[config.mk]
export PLATFORM = sky130hd
export DESIGN_NAME = enc4to2_queued_flat
export DESIGN_NICKNAME = d
export VERILOG_FILES = /design/src/rtl/enc_pkg.sv /design/src/rtl/enc4to2_queued_if.sv /design/src/rtl/prio_enc4.sv /design/src/rtl/enc4to2_queued.sv /design/src/flat_wrapper.sv
export SDC_FILE = /design/constraint.sdc
export NUM_CORES = 1
export LEC_CHECK = 0
export CAP_MARGIN = 40
export CORE_AREA = 4 4 41 43
export CTS_CLUSTER_DIAMETER = 30
export CTS_CLUSTER_SIZE = 8
export DETAILED_ROUTE_END_ITERATION = 10
export DIE_AREA = 0 0 45 47
export HOLD_SLACK_MARGIN = 0.03
export PLACE_DENSITY = 0.67
export SETUP_SLACK_MARGIN = 0.5
export SLEW_MARGIN = 20
export SYNTH_ARGS = -nofsm -noshare
export SYNTH_HDL_FRONTEND = slang
export SYNTH_HIERARCHICAL = 1
export SYNTH_SLANG_ARGS = --single-unit
export TNS_END_PERCENT = 10
[constraint.sdc]
create_clock -name clk -period 2.8 [get_ports clk]
set_clock_uncertainty 0.1 [all_clocks]
set_input_delay 0.42 -clock clk [delete_from_list [all_inputs] [get_ports clk]]
set_output_delay 0.42 -clock clk [all_outputs]
set_load 0.005 [all_outputs]
[src/rtl/enc_pkg.sv]
// Shared types and constants for the 4-to-2 queued encoder.
package enc_pkg;

    localparam int unsigned N_REQ  = 4;
    localparam int unsigned CODE_W = $clog2(N_REQ);

    typedef logic [CODE_W-1:0] code_t;
    typedef logic [N_REQ-1:0]  req_t;

    // Output register occupancy
    typedef enum logic {
        EMPTY = 1'b0,
        HOLD  = 1'b1
    } out_state_e;

    // One-hot mask for a binary index
    function automatic req_t onehot(input code_t idx);
        return req_t'(1) << idx;
    endfunction

endpackage

[src/rtl/enc4to2_queued_if.sv]
// Event/code bus between sources, the encoder and its consumer.
interface enc4to2_queued_if;

    enc_pkg::req_t  req;
    enc_pkg::code_t code;
    logic           valid;
    logic           ready;
    enc_pkg::req_t  pending;
    logic           drop;

    // Encoder side: takes events and ready, presents codes and status
    modport master (
        input  req,
        input  ready,
        output code,
        output valid,
        output pending,
        output drop
    );

    // Consumer/source side
    modport slave (
        output req,
        output ready,
        input  code,
        input  valid,
        input  pending,
        input  drop
    );

endinterface

[src/rtl/prio_enc4.sv]
// Combinational priority encoder, highest set index wins.
module prio_enc4 import enc_pkg::*; (
    input  req_t  req_i,
    output code_t code_o,
    output logic  any_o
);

    // Scan from the top line down
    always_comb begin
        code_o = '0;
        any_o  = |req_i;
        if (req_i[3])      code_o = CODE_W'(3);
        else if (req_i[2]) code_o = CODE_W'(2);
        else if (req_i[1]) code_o = CODE_W'(1);
        else               code_o = CODE_W'(0);
    end

endmodule

[src/rtl/enc4to2_queued.sv]
// Sticky event capture with a registered valid/ready code output.
module enc4to2_queued import enc_pkg::*; (
    input  logic              clk,
    input  logic              rst_n,
    enc4to2_queued_if.master  bus
);

    out_state_e state_q, state_d;
    code_t      code_q, code_d;
    req_t       pending_q, pending_d;
    logic       drop_q, drop_d;

    code_t      sel_code;
    logic       sel_any;
    logic       load;
    req_t       clr;

    // Selection looks only at registered pending bits
    prio_enc4 u_prio (
        .req_i  (pending_q),
        .code_o (sel_code),
        .any_o  (sel_any)
    );

    // State and output registers
    always_ff @(posedge clk or negedge rst_n) begin
        if (!rst_n) begin
            state_q   <= EMPTY;
            code_q    <= '0;
            pending_q <= '0;
            drop_q    <= 1'b0;
        end else begin
            state_q   <= state_d;
            code_q    <= code_d;
            pending_q <= pending_d;
            drop_q    <= drop_d;
        end
    end

    // Load decision, pending update (set beats clear) and drop detect
    always_comb begin
        state_d = state_q;
        code_d  = code_q;
        load    = 1'b0;
        clr     = '0;

        case (state_q)
            EMPTY: begin
                if (sel_any) begin
                    load    = 1'b1;
                    state_d = HOLD;
                end
            end
            HOLD: begin
                if (bus.ready) begin
                    if (sel_any) load    = 1'b1;
                    else         state_d = EMPTY;
                end
            end
            default: state_d = EMPTY;
        endcase

        if (load) begin
            clr    = onehot(sel_code);
            code_d = sel_code;
        end

        pending_d = (pending_q & ~clr) | bus.req;
        drop_d    = |(bus.req & pending_q & ~clr);
    end

    assign bus.code    = code_q;
    assign bus.valid   = (state_q == HOLD);
    assign bus.pending = pending_q;
    assign bus.drop    = drop_q;

endmodule

[src/flat_wrapper.sv]
// flat-port wrapper written by rule: the top's interface ports become plain ports
module enc4to2_queued_flat import enc_pkg::*;
  (clk, rst_n, bus_req, bus_ready, bus_code, bus_valid, bus_pending, bus_drop);
  enc4to2_queued_if bus_i ();
  input  logic clk;
  input  logic rst_n;
  input wire logic [$bits(bus_i.req)-1:0] bus_req;
  input wire logic [$bits(bus_i.ready)-1:0] bus_ready;
  output wire logic [$bits(bus_i.code)-1:0] bus_code;
  output wire logic [$bits(bus_i.valid)-1:0] bus_valid;
  output wire logic [$bits(bus_i.pending)-1:0] bus_pending;
  output wire logic [$bits(bus_i.drop)-1:0] bus_drop;
  assign bus_i.req = bus_req;
  assign bus_i.ready = bus_ready;
  assign bus_code = bus_i.code;
  assign bus_valid = bus_i.valid;
  assign bus_pending = bus_i.pending;
  assign bus_drop = bus_i.drop;
  enc4to2_queued u_core (.clk(clk), .rst_n(rst_n), .bus(bus_i));
endmodule
==> summary.txt, run 1 <==
Final layout
  • Most common cell after layout, fill and taps aside: clkdlybuf4s50_1
  • Util after Layout: 0.438
  • Synth-to-Final Area Change: 46.6%
  • Share of layout cells above drive strength 1: 0.135
  • Multi-input gate area: 185 sq um
  • Final #Nets: between 60 and 70
  • Fill cells: 143
  • Number of diodes: 0
  • FF+latch area: approximately 200 sq um
  • Commonest cells after routing, fill and taps aside: clkdlybuf4s50_1, dfrtp_1, a21o_1

Synthesis
  • Syn Area/Cell: 11.1 sq um
  • Distinct cells, synth: 19
  • Dominant synthesized flop cell: dfrtp_1
  • Synth Register Bits: 8
  • Ys Warns: 6
  • Post-synth ARST share: 1.00
  • Sequential area share after synthesis: 0.514
  • Post-synth EDFFs: 0
  • Synthesized area: 389 sq um
  • Synth Instances: 35
  • Net Count, Synth: 42

Floorplan
  • Die Span Y: 47 um
  • Core Footprint: approximately 1300 sq um
  • Initial Utilization: 0.299
  • I/O pin cnt: 15
  • Rows: 13
  • DIE AREA: about 2100 sq um
  • Chip Width: between 40 and 50 um

STA
  • Final hold violation count: 0
  • Max-slew violation count: 0
  • Setup_tns: 0 ns
  • Worst-margin pin slew: 0.374 ns
  • Min cycle time layout: 1.80 ns
  • Period utilisation layout: 0.641
  • Final setup fails: 0
  • Fmax: 557 MHz
  • RSZ-0062 raised after global routing: false
  • Relative slew slack: 0.750

Route
  • Vias: 324
  • Vias per inst: approximately 4.8
  • DR pass1 iterations: 4
  • Mean routed wirelength per cell: 11.7 um
  • Remaining DRCs: 0
  • Initial DRC Count: 5
  • Drt total wl: 784 um
  • ANT nets after route: 0

Global routing
  • Met1 Resource Use GR: 0.124
  • GR Util met2: 0.119
  • Top Usage Layer GRT: met1
  • Grt met3 use: 0.0728
  • Largest net degree at the start of global routing: 9
  • Number of global-route vias before repair: 328
  • Initial antenna violation count: 0
  • First-pass GRT wire length: 1.40 mm
  • GRT overflow: 0
  • GRT Total Usage: 0.100

Power and ir drop
  • Leakage: 0.226 nW
  • Sequential Power Share: 0.492
  • Combinational share of power: 0.186
  • Psw: 0.0594 mW
  • Power Dens Cells: 456 nW/um^2
  • Internal cell power: 0.201 mW
  • Clock share of power: 0.322
  • Sw frac: 0.228
  • VDD IR max: around 0.00022 V

Clock tree
  • CTS Hold Bufs: 0
  • Clk root buf: clkbuf_4
  • Post-CTS Setup Repair Bufs: 0
  • Clock insertion delay at the later pin of the skew report: 0.25 ns
  • CTS max path bufs: 2
  • H-tree level count: 1
  • CTS tree: yes
  • CTS resizes: 0
  • CTS Buf Count: 3
  • Clk pin slew, worst setup/hold paths: 0.05 ns
  • CTS sink count: 8

Place
  • GP Congestion: around 0.72
  • DP HPWL: 595 um
  • I/O Buffers: 14

Status
  • Outcome: completed

Run
  • Max-capacitance violation count: 0

Setup path
  • CP Capture Type: flop
  • Critical path launch point type: flop
  • Crit path required time: 2.83 ns
  • CP max FO: 6
  • Worst Reg-to-Reg Cells: 4
  • Crit path DAT: 1.83 ns
  • Critical path class: flop to flop

Min path
  • Hold Crit Class: input port to asynchronous set/reset pin
## logic make-up (layout without fill, tap and decap cells)
group | Yosys count | after routing | synth area share
AO/OA/AOI/OAI | 11 | 11 | 0.206
multiplexers | 1 | 1 | 0.0289
AND/OR/NAND/NOR | 14 | 14 | 0.241
flip-flops | 8 | 8 | 0.514
buffers and inverters | 1 | 18 | 0.00964
## final timing paths
kind | from | to | slack, ns
min reg2reg | u_core/bus.code[1] | u_core/bus.code[1] | 0.39
max | u_core/bus.pending[3] | u_core/bus.code[0] | 1.00
min | rst_n | u_core/bus.pending[3] | 0.35
min in group clk | u_core/bus.code[1] | u_core/bus.code[1] | 0.39
max in group asynchronous | rst_n | u_core/bus.pending[1] | 1.98
max reg2reg | u_core/bus.pending[3] | u_core/bus.code[0] | 1.00
## sequential cells by signal, indices dropped and copies added, names as in the netlist
name / flops
u_core/bus.pending: 4
u_core/bus.valid: 1
u_core/bus.code: 2
u_core/bus.drop: 1
## worst max-delay path, cell delays in order, from the launching register on
cell     delay (ns)
dfrtp_1        0.43
or2_1          0.30
or3_1          0.42
nand2_4        0.11
mux2_2         0.33
## metal layers
metal | vias to the layer above | part of all wire
met4 | 0 | 0.010
li1 | 168 | -
met2 | 15 | 0.37
met5 | - | 0
met3 | 2 | 0.13
met1 | 139 | 0.50
## power by group through the flow
stage,registers (mW),logic (mW),clock network (mW)
floorplan,0.130,0.0190,0
global placement,0.130,0.0485,0
detailed placement,0.130,0.0485,0
CTS,0.128,0.0489,0.0903
global route,0.129,0.0539,0.0977
finish,0.128,0.0483,0.0836
## metrics by stage
step | hold WS [ns] | total power [mW] | instance area [sq um] | setup slack (ns) | cells
after detailed placement | 0.371 | 0.178 | 548 | 1.00 | 64
final | 0.355 | 0.260 | 571 | 1.00 | 67
after CTS | 0.353 | 0.267 | 571 | 1.00 | 67
after global routing | 0.371 | 0.281 | 571 | 0.914 | 67
after global placement | 0.376 | 0.178 | 548 | 1.01 | 64
after floorplan | 0.0244 | 0.149 | 389 | 1.07 | 35
## area by class of cell
cell class | instances | share of cell area
tap | 15 | 0.0329
timing repair buffer | 14 | 0.246
clock buffer | 3 | 0.0395
sequential | 8 | 0.351
inverter | 1 | 0.00658
multi-input combinational | 26 | 0.325
## synthesized netlist by cell type, drive strengths merged (2+ instances only)
cell type	number	share of area
dfrtp	8	0.51
a21o	5	0.096
nand2	5	0.068
a211oi	2	0.039
nand2b	2	0.051
or3	2	0.032
Power figures use the tool's default switching activity.
==> run 2: changes to the inputs <==
Settings changed: PLACE_DENSITY 0.67 to 0.69.
Clock period 2.8 ns to 1.65 ns, I/O delays scaled along.
==> run 2 against run 1 <==
Via count grew 14%. First-iteration DRC count shrank 80%. Design area grew 8.8%. Clock-buffer cell count is the same. Power grew 78%. Highest routed layer unchanged. Global-route usage grew 0.79 points.
==> summary.txt, run 2 (synthesis results as in run 1) <==
STA
  • Period utilisation layout: 0.970
  • Setup_tns: 0 ns
  • Max-slew violation count: 0
  • Fmax: 625 MHz
  • Final hold violation count: 0
  • Worst-margin pin slew: 0.392 ns
  • RSZ-0062 raised after global routing: true
  • Final WS setup: 0.0503 ns
  • Relative slew slack: 0.738
  • Min cycle time layout: 1.60 ns
  • Hold slack: roughly 0.18 ns
  • Final setup fails: 0

Route
  • Mean routed wirelength per cell: 12.6 um
  • Vias per inst: 5.20
  • DR pass1 iterations: 2
  • Initial DRC Count: 1
  • Remaining DRCs: 0
  • Drt total wl: roughly 900 um
  • Vias: 369
  • ANT nets after route: 0

Final layout
  • Fill cells: approximately 140
  • Synth-to-Final Area Change: 59.5%
  • Cell area after layout: slightly above 600 sq um
  • Share of layout cells above drive strength 1: 0.357
  • Commonest cells after routing, fill and taps aside: clkdlybuf4s50_1, dfrtp_1, buf_6, a21o_1, nand2_1
  • Number of diodes: 0
  • Max FFs per register: 4
  • Final #Nets: 65

Setup path
  • Crit path DAT: 1.64 ns
  • CP max FO: 5
  • CP bufs+invs: 0
  • Worst Reg-to-Reg Cells: 4
  • Worst path slowest cell: dfrtp_1
  • Reg-to-Reg End: u_core/bus.code[0]
  • Crit path largest cell delay: 0.37 ns
  • Critical path launch point type: flop
  • Critical path class: flop to flop
  • Crit-path cells: or2_4 -> or3_4 -> nand2_4 -> mux2_4
  • R2r startpoint: u_core/bus.pending[2]
  • Crit path required time: 1.69 ns
  • Reg2Reg Setup Slack: 0.05 ns
  • CP Capture Type: flop
  • Top cell family by delay on the critical path: simple AND/OR/NAND/NOR gates

Clock tree
  • CTS max path bufs: 2
  • Clk pin slew, worst setup/hold paths: 0.05 ns
  • Post-CTS Setup Repair Bufs: 0
  • CTS Buf Count: 3
  • Clock insertion delay at the later pin of the skew report: 0.26 ns
  • Clk root buf: clkbuf_4
  • CTS tree: yes
  • H-tree level count: 1
  • CTS sink count: 8

Floorplan
  • DIE AREA: 2120 sq um
  • Initial Utilization: 0.299
  • Core Footprint: 1300 sq um
  • I/O pin cnt: 15
  • Die Span Y: about 47 um
  • Rows: 13
  • Chip Width: 45 um

Run
  • Max-capacitance violation count: 0

Global routing
  • Grt met3 use: 0.0766
  • Number of global-route vias before repair: 367
  • Largest net degree at the start of global routing: 9
  • GRT overflow: 0
  • First-pass GRT wire length: 1.53 mm
  • GRT Total Usage: 0.108
  • Initial antenna violation count: 0
  • Top Usage Layer GRT: met1
  • GR Util met2: 0.133
  • Met1 Resource Use GR: 0.133

Power and ir drop
  • Leakage: 0.261 nW
  • Power Dens Cells: 745 nW/um^2
  • Overall power: 0.462 mW
  • VDD IR max: just over 0.0005 V

Place
  • Placement Cell Area: between 500 and 600 sq um
  • I/O Buffers: 14
  • DP HPWL: roughly 640 um
  • Place WS: 0.0333 ns
  • GP Congestion: 0.770

Status
  • Outcome: completed

Min path
  • Hold Crit Class: input port to asynchronous set/reset pin
run 2: cell count changes in the layout (fill, tap and decap cells not counted), sizes merged:
cell	delta
clkdlybuf4s50	-7
buf	+6
clkbuf	+3
dlymetal6s2s	+2
run 2: layout make-up:
| cell class | count | area, sq um | area share |
|---|---|---|---|
| clock buffers | 3 | 22.5 | 0.0363 |
| multi-input cells | 26 | 204 | 0.329 |
| flip-flops and latches | 8 | 201 | 0.325 |
| well taps | 15 | 18.8 | 0.0302 |
| repair buffers | 18 | 170 | 0.274 |
| inverters | 1 | 3.75 | 0.00605 |
run 2: through the flow:
step / instances / utilization
3_3_place_gp: 68 / 0.450
4_1_cts: 71 / 0.467
3_5_place_dp: 68 / 0.450
5_1_grt: 71 / 0.477
6_report: 71 / 0.477
2_1_floorplan: 35 / -
run 2: timing repair:
| item | 4_1_cts | 5_1_grt |
|---|---|---|
| pin swaps | 0 | 3 |
| gates resized for setup | 0 | 19 |
| setup endpoints to repair | 16 | 16 |
| hold buffers | 0 | 0 |
run 2: worst max-delay path by stage:
stage,start,end,slack [ns],cells past startpoint
global route,u_core/bus.pending[2],u_core/bus.code[0],0.02,4
floorplan,u_core/bus.pending[2],u_core/bus.code[0],0.003,4
finish,u_core/bus.pending[2],u_core/bus.code[0],0.05,4
global placement,bus_ready,u_core/bus.pending[0],0.04,5
CTS,u_core/bus.pending[2],u_core/bus.code[0],0.03,4
detailed placement,bus_ready,u_core/bus.pending[0],0.03,5
run 2: where the power goes:
group | switching [mW] | internal (mW) | total [mW]
Combinational | 0.0387 | 0.0560 | 0.0947
Sequential | 0.00646 | 0.208 | 0.214
Clock | 0.0699 | 0.0834 | 0.153
Total | 0.115 | 0.347 | 0.462
run 2: layer usage:
layer	wire length, um	up-vias
li1	-	175
met4	23	0
met5	0	-
met1	384	173
met3	117	4
met2	369	17
==> run 3: changes to the inputs <==
Settings changed: PLACE_DENSITY 0.69 to 0.67, TNS_END_PERCENT 10 to 100.
Clock period 1.65 ns to 1.6 ns, I/O delays scaled along.
==> run 3 against run 2 <==
Combinational power rose by 33%. Flip-flop and latch count did not move. Clock-buffer cell count did not move. Power rose by 7.9%. Routed wire length rose by 18%. Design area rose by 13%. Final cell count rose by 14%. Critical path type unchanged. Critical endpoint unchanged. Largest cell class is now non-clock buffers. Largest power group unchanged.
==> summary.txt, run 3 (synthesis results as in run 1) <==
Power and ir drop
  • Psw: 0.122 mW
  • Combinational share of power: 0.253
  • Sw frac: 0.244
  • Clock share of power: 0.304
  • Internal cell power: 0.377 mW
  • Overall power: 0.499 mW
  • Sequential Power Share: 0.443
  • Leakage: 0.301 nW
  • Power Dens Cells: 712 nW/um^2
  • VDD IR max: around 0.00035 V

Global routing
  • First-pass GRT wire length: 1.57 mm
  • Largest net degree at the start of global routing: 9
  • GRT overflow: 0
  • Number of global-route vias before repair: 357
  • Initial antenna violation count: 0
  • GRT Total Usage: 0.109

Final layout
  • Share of layout cells above drive strength 1: 0.515
  • Final #Nets: 75
  • Max FFs per register: 4
  • Commonest cells after routing, fill and taps aside: buf_6, buf_4, clkdlybuf4s50_1, dfrtp_1, buf_2
  • Number of diodes: 0
  • Cell area after layout: 701 sq um
  • Synth-to-Final Area Change: 80.1%
  • Non-Filler Instances: roughly 80

Setup path
  • Crit path required time: 1.64 ns
  • R2r startpoint: u_core/bus.pending[2]
  • Critical path class: flop to flop
  • Crit-path cells: or2_4 -> or3_4 -> nand2_4 -> mux2_4
  • Crit path DAT: 1.62 ns
  • CP bufs+invs: 0
  • CP Capture Type: flop
  • Top cell family by delay on the critical path: simple AND/OR/NAND/NOR gates
  • Crit. Startpoint: u_core/bus.pending[2]
  • Worst path slowest cell: dfrtp_1
  • CP max FO: 5
  • Reg2Reg Setup Slack: 0.01 ns
  • Critical path launch point type: flop
  • Crit path largest cell delay: 0.37 ns

Floorplan
  • Rows: 13
  • I/O pin cnt: 15
  • Initial Utilization: 0.299
  • Chip Width: 45 um
  • DIE AREA: 2120 sq um
  • Core Footprint: 1300 sq um
  • Die Span Y: 47 um

STA
  • Max-slew violation count: 0
  • Final hold violation count: 0
  • Worst-margin pin slew: 0.370 ns
  • Fmax: 630 MHz
  • Relative slew slack: 0.752
  • Min cycle time layout: 1.59 ns
  • Period utilisation layout: 0.992
  • Final setup fails: 0
  • RSZ-0062 raised after global routing: true

Clock tree
  • Clock insertion delay at the later pin of the skew report: 0.25 ns
  • CTS sink count: 8
  • H-tree level count: 1
  • CTS Hold Bufs: 0
  • Clk pin slew, worst setup/hold paths: 0.05 ns
  • CTS tree: yes
  • CTS Buf Count: 3
  • Clk root buf: clkbuf_4
  • CTS max path bufs: 2

Place
  • Placement Cell Area: 593 sq um
  • DP HPWL: roughly 680 um
  • Cell count after placement: 69
  • I/O Buffers: 14
  • GP Congestion: about 0.73

Route
  • Mean routed wirelength per cell: around 13 um
  • DR pass1 iterations: 4
  • Remaining DRCs: 0
  • Initial DRC Count: 4
  • Vias: 388
  • ANT nets after route: 0
  • Vias per inst: 4.79
  • Drt total wl: 1.06 mm

Run
  • Max-capacitance violation count: 0

Status
  • Outcome: completed

Min path
  • Hold Crit Class: input port to asynchronous set/reset pin
==> run 3: changes by cell type in the layout (fill, tap and decap cells not counted), sizes merged <==
cell and delta:
buf +15, clkbuf -3, dlymetal6s2s -2
==> run 3: cell type report <==
| class | count | area [sq um] |
|---|---|---|
| Tap cell | 15 | 18.8 |
| Sequential cell | 8 | 201 |
| Timing Repair Buffer | 28 | 245 |
| Inverter | 1 | 3.75 |
| Multi-Input combinational cell | 26 | 209 |
| Fill cell | 120 | 601 |
| Clock buffer | 3 | 22.5 |
==> run 3: repair_timing <==
item / in CTS / in global routing
endpoints found under the setup margin: 16 / 15
setup buffers: 7 / 2
resized for setup: 40 / 1
gates cloned: 0 / 0
pin swaps: 6 / 1
==> run 3: routing by layer <==
| layer | GRT usage | share of wire | vias up |
|---|---|---|---|
| met4 | 0.0526 | 0 | 0 |
| met2 | 0.161 | 0.48 | 14 |
| li1 | - | - | 193 |
| met5 | 0 | 0 | - |
| met1 | 0.133 | 0.44 | 181 |
| met3 | 0.0498 | 0.075 | 0 |
==> run 3: path summary, 6_finish.rpt <==
path	depth (start not counted)	end
setup / recovery	4	u_core/bus.code[0]
hold / removal	1	u_core/bus.pending[2]
min in group clk	2	u_core/bus.code[1]
setup reg to reg	4	u_core/bus.code[0]
hold reg to reg	2	u_core/bus.code[1]
max in group asynchronous	1	u_core/bus.pending[1]
==> run 3: metrics by stage <==
stage	setup slack (ns)	utilization	setup TNS, ns	hold slack, ns
after floorplan	-0.0471	-	-0.0471	-0.156
after global placement	0.000725	0.456	0	0.378
after detailed placement	-0.0225	0.456	-0.0272	0.367
after CTS	0.0218	0.524	0	0.173
after global routing	-0.0276	0.538	-0.0453	0.179
final	0.0122	0.538	0	0.169
==> run 3: power by group through the flow <==
stage | sequential [mW] | clock [mW] | combinational (mW)
final | 0.221 | 0.151 | 0.126
after detailed placement | 0.224 | 0 | 0.0986
after CTS | 0.220 | 0.159 | 0.120
after global routing | 0.222 | 0.175 | 0.137
after floorplan | 0.227 | 0 | 0.0341
after global placement | 0.224 | 0 | 0.0987
